===== src/rtl/noc_pkg.sv =====
// Shared flit/config layouts, sizes, port indices and the XY route function
// for the 2x2 mesh NoC.
package noc_pkg;

    localparam int unsigned FLIT_W    = 18;
    localparam int unsigned DATA_W    = 9;
    localparam int unsigned CFG_W     = 11;
    localparam int unsigned NODE_W    = 2;
    localparam int unsigned RSV_W     = 4;
    localparam int unsigned NUM_NODES = 4;
    localparam int unsigned NUM_IN    = 4;
    localparam int unsigned NUM_OUT   = 3;

    // Input buffer indices; also the round-robin order
    localparam logic [1:0] IN_LOCAL = 2'd0;
    localparam logic [1:0] IN_EXT   = 2'd1;
    localparam logic [1:0] IN_X     = 2'd2;
    localparam logic [1:0] IN_Y     = 2'd3;

    localparam logic [1:0] OUT_X     = 2'd0;
    localparam logic [1:0] OUT_Y     = 2'd1;
    localparam logic [1:0] OUT_EJECT = 2'd2;

    // Flit fields: [17] valid, [16:15] src, [14:13] dest, [12:9] rsv, [8:0] data
    typedef struct packed {
        logic              valid;
        logic [NODE_W-1:0] src;
        logic [NODE_W-1:0] dest;
        logic [RSV_W-1:0]  rsv;
        logic [DATA_W-1:0] data;
    } flit_t;

    // Processor request: [10:9] dest, [8:0] data
    typedef struct packed {
        logic [NODE_W-1:0] dest;
        logic [DATA_W-1:0] data;
    } cfg_t;

    // Node id bit 0 is x, bit 1 is y; fix x first, then y, then eject
    function automatic logic [1:0] xy_route(input logic [NODE_W-1:0] own,
                                            input logic [NODE_W-1:0] dest);
        if (dest[0] != own[0]) return OUT_X;
        if (dest[1] != own[1]) return OUT_Y;
        return OUT_EJECT;
    endfunction

endpackage


===== src/rtl/mesh_2x2_if.sv =====
// Processor/external-facing bundle of the 2x2 mesh.
interface mesh_2x2_if;
    import noc_pkg::*;

    logic [FLIT_W-1:0]    r0_input, r1_input, r2_input, r3_input;
    logic [CFG_W-1:0]     p0_configure, p1_configure, p2_configure, p3_configure;
    logic                 block_all_paths;
    logic [NUM_NODES-1:0] processor_ready_signals;
    logic [DATA_W-1:0]    p0_recieve_data, p1_recieve_data, p2_recieve_data, p3_recieve_data;
    logic [FLIT_W-1:0]    r0_output, r1_output, r2_output, r3_output;

    modport master (
        output r0_input, r1_input, r2_input, r3_input,
        output p0_configure, p1_configure, p2_configure, p3_configure,
        output block_all_paths,
        input  processor_ready_signals,
        input  p0_recieve_data, p1_recieve_data, p2_recieve_data, p3_recieve_data,
        input  r0_output, r1_output, r2_output, r3_output
    );

    modport slave (
        input  r0_input, r1_input, r2_input, r3_input,
        input  p0_configure, p1_configure, p2_configure, p3_configure,
        input  block_all_paths,
        output processor_ready_signals,
        output p0_recieve_data, p1_recieve_data, p2_recieve_data, p3_recieve_data,
        output r0_output, r1_output, r2_output, r3_output
    );

endinterface


===== src/rtl/noc_router.sv =====
// One mesh router: four one-flit input buffers, XY routing and a
// round-robin arbiter per output (X link, Y link, eject).
module noc_router
    import noc_pkg::*;
#(
    parameter logic [NODE_W-1:0] NODE_ID = '0
) (
    input  logic              clock,
    input  logic              reset,
    input  logic              block,
    input  cfg_t              cfg,
    input  flit_t             ext_in,
    input  flit_t             x_in,
    input  logic              x_in_load,
    input  flit_t             y_in,
    input  logic              y_in_load,
    input  logic              x_nb_empty,
    input  logic              y_nb_empty,
    output flit_t             x_out_c,
    output logic              x_out_load_c,
    output flit_t             y_out_c,
    output logic              y_out_load_c,
    output logic              local_empty_c,
    output logic              x_empty_c,
    output logic              y_empty_c,
    output logic [DATA_W-1:0] eject_data,
    output flit_t             eject_flit
);

    flit_t                         buf_q [NUM_IN];
    flit_t                         buf_d [NUM_IN];
    logic [1:0]                    ptr_q [NUM_OUT];
    logic [1:0]                    ptr_d [NUM_OUT];
    logic [1:0]                    gnt_idx [NUM_OUT];
    logic [NUM_OUT-1:0]            gnt_valid;
    logic [NUM_OUT-1:0]            out_ready;
    logic [NUM_OUT-1:0][NUM_IN-1:0] req;
    logic [1:0]                    idx;
    cfg_t                          cfg_prev_q;
    logic                          inject;
    flit_t                         eject_flit_d;
    logic [DATA_W-1:0]             eject_data_d;

    assign local_empty_c = !buf_q[IN_LOCAL].valid;
    assign x_empty_c     = !buf_q[IN_X].valid;
    assign y_empty_c     = !buf_q[IN_Y].valid;

    // Requests and round-robin grants; neighbour buffers are judged at cycle start
    always_comb begin
        out_ready            = '0;
        out_ready[OUT_X]     = x_nb_empty;
        out_ready[OUT_Y]     = y_nb_empty;
        out_ready[OUT_EJECT] = 1'b1;
        req       = '0;
        gnt_valid = '0;
        idx       = '0;
        for (int o = 0; o < NUM_OUT; o++) begin
            gnt_idx[o] = '0;
            ptr_d[o]   = ptr_q[o];
            for (int i = 0; i < NUM_IN; i++) begin
                req[o][i] = !block && buf_q[i].valid && out_ready[o]
                            && (xy_route(NODE_ID, buf_q[i].dest) == 2'(o));
            end
            for (int k = 0; k < NUM_IN; k++) begin
                idx = ptr_q[o] + 2'(k);
                if (!gnt_valid[o] && req[o][idx]) begin
                    gnt_valid[o] = 1'b1;
                    gnt_idx[o]   = idx;
                end
            end
            if (gnt_valid[o]) ptr_d[o] = gnt_idx[o] + 2'd1;
        end
    end

    // Buffer next state, link outputs and ejection
    always_comb begin
        inject = (cfg != '0) && (cfg != cfg_prev_q) && !buf_q[IN_LOCAL].valid && !block;
        for (int i = 0; i < NUM_IN; i++) buf_d[i] = buf_q[i];
        for (int o = 0; o < NUM_OUT; o++) begin
            if (gnt_valid[o]) buf_d[gnt_idx[o]] = '0;
        end
        if (inject) begin
            buf_d[IN_LOCAL] = '{valid: 1'b1, src: NODE_ID, dest: cfg.dest,
                                rsv: '0, data: cfg.data};
        end
        if (ext_in.valid && !buf_q[IN_EXT].valid && !block) buf_d[IN_EXT] = ext_in;
        if (x_in_load) buf_d[IN_X] = x_in;
        if (y_in_load) buf_d[IN_Y] = y_in;

        x_out_c      = buf_q[gnt_idx[OUT_X]];
        x_out_load_c = gnt_valid[OUT_X];
        y_out_c      = buf_q[gnt_idx[OUT_Y]];
        y_out_load_c = gnt_valid[OUT_Y];

        eject_flit_d = '0;
        eject_data_d = eject_data;
        if (gnt_valid[OUT_EJECT]) begin
            eject_flit_d = buf_q[gnt_idx[OUT_EJECT]];
            eject_data_d = buf_q[gnt_idx[OUT_EJECT]].data;
        end
    end

    always_ff @(posedge clock) begin
        if (reset) begin
            for (int i = 0; i < NUM_IN; i++) buf_q[i] <= '0;
            for (int o = 0; o < NUM_OUT; o++) ptr_q[o] <= IN_LOCAL;
            cfg_prev_q <= '0;
            eject_data <= '0;
            eject_flit <= '0;
        end else begin
            for (int i = 0; i < NUM_IN; i++) buf_q[i] <= buf_d[i];
            for (int o = 0; o < NUM_OUT; o++) ptr_q[o] <= ptr_d[o];
            cfg_prev_q <= cfg;
            eject_data <= eject_data_d;
            eject_flit <= eject_flit_d;
        end
    end

endmodule


===== src/rtl/mesh_2x2.sv =====
// 2x2 mesh: four routers, X links between n and n^1, Y links between n and n^2.
module mesh_2x2
    import noc_pkg::*;
(
    input logic       clock,
    input logic       reset,
    mesh_2x2_if.slave bus
);

    flit_t             ext_in      [NUM_NODES];
    cfg_t              cfg         [NUM_NODES];
    flit_t             x_link      [NUM_NODES];
    flit_t             y_link      [NUM_NODES];
    logic              x_load      [NUM_NODES];
    logic              y_load      [NUM_NODES];
    logic              x_empty     [NUM_NODES];
    logic              y_empty     [NUM_NODES];
    logic              local_empty [NUM_NODES];
    logic [DATA_W-1:0] rx_data     [NUM_NODES];
    flit_t             eject_flit  [NUM_NODES];
    logic [NUM_NODES-1:0] ready;

    assign ext_in[0] = bus.r0_input;
    assign ext_in[1] = bus.r1_input;
    assign ext_in[2] = bus.r2_input;
    assign ext_in[3] = bus.r3_input;
    assign cfg[0]    = bus.p0_configure;
    assign cfg[1]    = bus.p1_configure;
    assign cfg[2]    = bus.p2_configure;
    assign cfg[3]    = bus.p3_configure;

    for (genvar n = 0; n < NUM_NODES; n++) begin : g_router
        localparam int XN = n ^ 1;
        localparam int YN = n ^ 2;

        noc_router #(
            .NODE_ID(NODE_W'(n))
        ) u_router (
            .clock         (clock),
            .reset         (reset),
            .block         (bus.block_all_paths),
            .cfg           (cfg[n]),
            .ext_in        (ext_in[n]),
            .x_in          (x_link[XN]),
            .x_in_load     (x_load[XN]),
            .y_in          (y_link[YN]),
            .y_in_load     (y_load[YN]),
            .x_nb_empty    (x_empty[XN]),
            .y_nb_empty    (y_empty[YN]),
            .x_out_c       (x_link[n]),
            .x_out_load_c  (x_load[n]),
            .y_out_c       (y_link[n]),
            .y_out_load_c  (y_load[n]),
            .local_empty_c (local_empty[n]),
            .x_empty_c     (x_empty[n]),
            .y_empty_c     (y_empty[n]),
            .eject_data    (rx_data[n]),
            .eject_flit    (eject_flit[n])
        );
    end

    // Ready tracks the global stall directly so a sender sees it in the same cycle
    always_comb begin
        ready = '0;
        for (int n = 0; n < NUM_NODES; n++) begin
            ready[n] = local_empty[n] && !bus.block_all_paths;
        end
    end

    assign bus.processor_ready_signals = ready;
    assign bus.p0_recieve_data         = rx_data[0];
    assign bus.p1_recieve_data         = rx_data[1];
    assign bus.p2_recieve_data         = rx_data[2];
    assign bus.p3_recieve_data         = rx_data[3];
    assign bus.r0_output               = eject_flit[0];
    assign bus.r1_output               = eject_flit[1];
    assign bus.r2_output               = eject_flit[2];
    assign bus.r3_output               = eject_flit[3];

endmodule


===== src/flat_wrapper.sv =====
// flat-port wrapper written by rule: the top's interface ports become plain ports
module mesh_2x2_flat import noc_pkg::*;
  (clock, reset, bus_r0_input, bus_r1_input, bus_r2_input, bus_r3_input, bus_p0_configure, bus_p1_configure, bus_p2_configure, bus_p3_configure, bus_block_all_paths, bus_processor_ready_signals, bus_p0_recieve_data, bus_p1_recieve_data, bus_p2_recieve_data, bus_p3_recieve_data, bus_r0_output, bus_r1_output, bus_r2_output, bus_r3_output);
  mesh_2x2_if bus_i ();
  input logic clock;
  input logic reset;
  input wire logic [$bits(bus_i.r0_input)-1:0] bus_r0_input;
  input wire logic [$bits(bus_i.r1_input)-1:0] bus_r1_input;
  input wire logic [$bits(bus_i.r2_input)-1:0] bus_r2_input;
  input wire logic [$bits(bus_i.r3_input)-1:0] bus_r3_input;
  input wire logic [$bits(bus_i.p0_configure)-1:0] bus_p0_configure;
  input wire logic [$bits(bus_i.p1_configure)-1:0] bus_p1_configure;
  input wire logic [$bits(bus_i.p2_configure)-1:0] bus_p2_configure;
  input wire logic [$bits(bus_i.p3_configure)-1:0] bus_p3_configure;
  input wire logic [$bits(bus_i.block_all_paths)-1:0] bus_block_all_paths;
  output wire logic [$bits(bus_i.processor_ready_signals)-1:0] bus_processor_ready_signals;
  output wire logic [$bits(bus_i.p0_recieve_data)-1:0] bus_p0_recieve_data;
  output wire logic [$bits(bus_i.p1_recieve_data)-1:0] bus_p1_recieve_data;
  output wire logic [$bits(bus_i.p2_recieve_data)-1:0] bus_p2_recieve_data;
  output wire logic [$bits(bus_i.p3_recieve_data)-1:0] bus_p3_recieve_data;
  output wire logic [$bits(bus_i.r0_output)-1:0] bus_r0_output;
  output wire logic [$bits(bus_i.r1_output)-1:0] bus_r1_output;
  output wire logic [$bits(bus_i.r2_output)-1:0] bus_r2_output;
  output wire logic [$bits(bus_i.r3_output)-1:0] bus_r3_output;
  assign bus_i.r0_input = bus_r0_input;
  assign bus_i.r1_input = bus_r1_input;
  assign bus_i.r2_input = bus_r2_input;
  assign bus_i.r3_input = bus_r3_input;
  assign bus_i.p0_configure = bus_p0_configure;
  assign bus_i.p1_configure = bus_p1_configure;
  assign bus_i.p2_configure = bus_p2_configure;
  assign bus_i.p3_configure = bus_p3_configure;
  assign bus_i.block_all_paths = bus_block_all_paths;
  assign bus_processor_ready_signals = bus_i.processor_ready_signals;
  assign bus_p0_recieve_data = bus_i.p0_recieve_data;
  assign bus_p1_recieve_data = bus_i.p1_recieve_data;
  assign bus_p2_recieve_data = bus_i.p2_recieve_data;
  assign bus_p3_recieve_data = bus_i.p3_recieve_data;
  assign bus_r0_output = bus_i.r0_output;
  assign bus_r1_output = bus_i.r1_output;
  assign bus_r2_output = bus_i.r2_output;
  assign bus_r3_output = bus_i.r3_output;
  mesh_2x2 u_core (.clock(clock), .reset(reset), .bus(bus_i));
endmodule

===== config.mk =====
export PLATFORM = sky130hd
export DESIGN_NAME = mesh_2x2_flat
export DESIGN_NICKNAME = d
export VERILOG_FILES = /design/src/rtl/noc_pkg.sv /design/src/rtl/mesh_2x2_if.sv /design/src/rtl/noc_router.sv /design/src/rtl/mesh_2x2.sv /design/src/flat_wrapper.sv
export SDC_FILE = /design/constraint.sdc
export NUM_CORES = 1
export LEC_CHECK = 0
export ABC_AREA = 1
export CORE_UTILIZATION = 38
export DETAILED_ROUTE_END_ITERATION = 6
export GPL_TIMING_DRIVEN = 0
export PLACE_DENSITY = 0.66
export SYNTH_ARGS = -nofsm -noshare
export SYNTH_HDL_FRONTEND = slang
export SYNTH_SLANG_ARGS = --single-unit

===== constraint.sdc =====
create_clock -name clock -period 5.7 [get_ports clock]
set_input_delay 1.425 -clock clock [delete_from_list [all_inputs] [get_ports clock]]
set_output_delay 1.425 -clock clock [all_outputs]
set_load 0.01 [all_outputs]

==> metrics.txt <==
fraction of synthesized cell area in xor and xnor cells 1.69%; sequential area share after synthesis 34.6%; Initial Util 38.4%; DRC Markers 0; antenna violations before repair 0; Core ar. 70000 sq um; mux share of post-synthesis cell area 0.0372%; switching part of the total 53.1%; crit start category primary input; type of the most critical hold path reg2reg; DR WL/cell 19.0 microns; Worst Tran Pin Value 1430 ps; clock latency on the worst-skew pair 620 ps; clock share of power 17.4%; post-cts sizing count 0; fraction of layout cells with a size suffix above 1 7.40%; CTS buffer count 52; number of setup violations in the final report 0; drt pass-1 iters 6; post-synthesis average cell area 6.30 sq um; Clock Sinks 464; Final period util 89.5%; largest net degree at the start of global routing 15; antenna viol nets, final 0; Cell Pwr Density 641 nW/um^2; Crit path largest cell delay 1110 ps; Worst path most repeated cell clkbuf_1; Hold Fails Final Rpt 0; Post-CTS Hold Buffers 0; Area Overhead vs Synth 19.7%; CTS tree done; Final Max Slew Viols 0; largest family of logic cells by synthesized area simple AND/OR/NAND/NOR gates; Die W 268 microns; Lkg Pwr 14.5 nW; Root Buffer clkbuf_16; Die Y 268 microns; #FFs+latches synth 464; Switch Pwr 11.0 mW; post-synthesis compound-gate area fraction 7.49%; CTS H-tree depth 2; RSZ-0062 raised after global routing false; WP data required 6150 ps; CP max-delay cell clkbuf_1; number of global-route vias before repair 26700; Max VDD drop 320 uV; synth warn 0; input/output buffers 228; Synth Area in Adders 1.49%; DR vias 29700; setup_tns 0 ps; Slew Limit Headroom 4.53%; maxcap violations 0; Setup Skew 22.5 ps; status complete, no violations; Netlist cell types 45; via-per-instance ratio 5.36; P_int 9.68 mW; Seq pwr share 22.3%; initial DRC count 3016; Synth Cell Area 26900 sq um; Worst Path Max Fanout 10; row count 97; Synth Instances 4270; Ant. Diodes 0; Setup Crit Path Kind in2reg; total grt overflow 0; I/O pins 231; wirelength, routed 105000 microns; clk buf depth 3; simple-gate share of the synthesized area 44.1%; Hold WS 453 ps; Total GRT Usage 28.6%; critical path's top delay family buffers and inverters; final net count 4706; detailed placement HPWL 82600 microns; crit end category flip-flop; FMAX 0.196 GHz; Logic pwr share 60.3%; CP cell instances clkbuf_1 -> clkbuf_1 -> clkbuf_1 -> clkbuf_1 -> nor2_1; Buf+Inv Stages, Crit Path 4; first-pass GRT wire length 159000 microns; Worst-path clk slew 60 ps; Critical Path AT 5550 ps; min Tclk post-route 5100 ps; RePlAce Congestion 1.02; die area 71800 sq um; Post-CTS Setup Repair Bufs 0
-- worst register-to-register path, stage by stage, from the launching register on --
cell      delay, ps
dfxtp_1         570
inv_1           100
nor2_2          130
nand3_1         270
o21ai_2         350
nand2_1          70
o21ai_0         110
nand2_1         130
o211ai_1        100
nand3_1         100
nand2_2         180
inv_1           160
buf_2           230
ha_1            200
nand2_1         100
nand2_1         100
a21oi_4         170
nand2_1         220
buf_2           260
o21ai_1         150
-- through the flow --
step | worst slack [ps] | instance area, sq um | utilization, % | cells | total power [mW]
detailed placement | 18.7 | 30400 | 43.3 | 5441 | 16.7
floorplan | 1930 | 26900 | - | 4273 | 12.8
global placement | 14.5 | 30400 | 43.3 | 5441 | 16.6
global route | 615 | 32200 | 46.0 | 5537 | 22.1
CTS | 659 | 32200 | 46.0 | 5537 | 20.3
finish | 597 | 32200 | 46.0 | 5537 | 20.6
-- state kept, by name, summed over array words and instances (netlist names) --
| signal | flops |
|---|---|
| u_core.g_router.u_router.buf_q | 288 |
| u_core.g_router.u_router.cfg_prev_q | 44 |
| u_core.g_router.u_router.eject_data | 36 |
| u_core.g_router.u_router.eject_flit | 72 |
| u_core.g_router.u_router.ptr_q | 24 |
-- power by group through the flow --
stage          Clock (mW)  Combinational [mW]  Sequential, mW
2_1_floorplan           0                8.45            4.38
3_3_place_gp            0                12.0            4.63
3_5_place_dp            0                12.1            4.63
4_1_cts              3.64                12.1            4.57
5_1_grt              3.77                13.7            4.63
6_report             3.60                12.4            4.60
-- layout by cell type (no fill, tap or decap), types with 5 or more instances in the layout --
cell | netlist | routed
clkinv_1 | 10 | 10
nor3_1 | 13 | 13
o211ai_1 | 7 | 7
bufinv_16 | 0 | 6
xor2_1 | 39 | 39
buf_1 | 16 | 16
clkinvlp_4 | 0 | 5
dfxtp_1 | 464 | 464
nand3_1 | 684 | 684
clkbuf_8 | 0 | 9
buf_2 | 113 | 113
nor2_1 | 152 | 152
o21ai_2 | 12 | 12
nor2_2 | 13 | 13
inv_1 | 429 | 429
nand2_1 | 1468 | 1468
nand2_2 | 19 | 19
o21ai_0 | 32 | 32
nand3_2 | 7 | 7
nor4_1 | 16 | 16
a21oi_4 | 5 | 5
a21oi_1 | 261 | 261
clkinv_2 | 0 | 9
buf_4 | 17 | 17
nand4_1 | 249 | 249
clkbuf_16 | 0 | 54
clkdlybuf4s50_1 | 0 | 228
inv_2 | 24 | 24
a21oi_2 | 7 | 7
a31oi_1 | 6 | 6
xnor2_1 | 13 | 13
o21ai_1 | 27 | 27
clkbuf_1 | 87 | 92
nor2_4 | 17 | 17
ha_1 | 32 | 32
-- worst paths after layout --
check,start,endpoint,slack (ps),cells past startpoint
setup / recovery,reset,u_core.g_router[0].u_router.ptr_q[0][4],600,5
hold reg to reg,u_core.g_router[1].u_router.eject_data[1],u_core.g_router[1].u_router.eject_data[1],450,2
setup reg to reg,u_core.g_router[1].u_router.buf_q[3][17],u_core.g_router[1].u_router.buf_q[0][5],1940,19
hold / removal,u_core.g_router[1].u_router.eject_data[1],u_core.g_router[1].u_router.eject_data[1],450,2
-- cell usage after synthesis (all sizes together) --
library cell,count,area (sq um)
nand4,255,1650
a31oi,6,37.5
clkbuf,88,332
o211ai,7,52.6
nor2,182,843
nand2,1487,5630
inv,454,1710
conb,1,3.75
buf,148,776
xor2,39,342
nor3,14,81.3
nand3,691,3490
and3,1,6.26
a22o,4,35.0
and2,2,13.8
nand3b,3,22.5
dfxtp,464,9290
ha,32,400
a21oi,273,1450
nor4,16,100
mux2i,1,10.0
a211oi,4,30.0
or2,3,18.8
xnor2,13,114
clkinv,10,37.5
o21ai,71,400
a221oi,1,8.76
-- area by class of cell --
| class | instances | area (sq um) |
|---|---|---|
| tap | 940 | 1180 |
| clock buffer | 68 | 1490 |
| multi-input combinational | 3109 | 14800 |
| clock inverter | 28 | 340 |
| buffer | 236 | 1110 |
| timing repair buffer | 228 | 2280 |
| fill | 7376 | 37800 |
| inverter | 464 | 1740 |
| sequential | 464 | 9290 |
-- cells by family after synthesis --
| group | Yosys count |
|---|---|
| muxes | 1 |
| other | 1 |
| xor gates and xnor gates | 52 |
| DFF | 464 |
| buffers and inverters | 700 |
| AOI/OAI and AO/OA | 366 |
| adders and majority gates | 32 |
| and+or+nand+nor | 2654 |
-- routing by layer --
metal  global-route usage [%]  vias to the layer above  routed length, microns
met1                     39.8                    13600                   46400
met5                        0                        -                       0
met4                     12.1                        0                    4770
met3                     4.94                      233                    9560
met2                     43.5                     1341                   44800
li1                         -                    14500                       -
No activity file was read; power rests on OpenSTA's default activity.
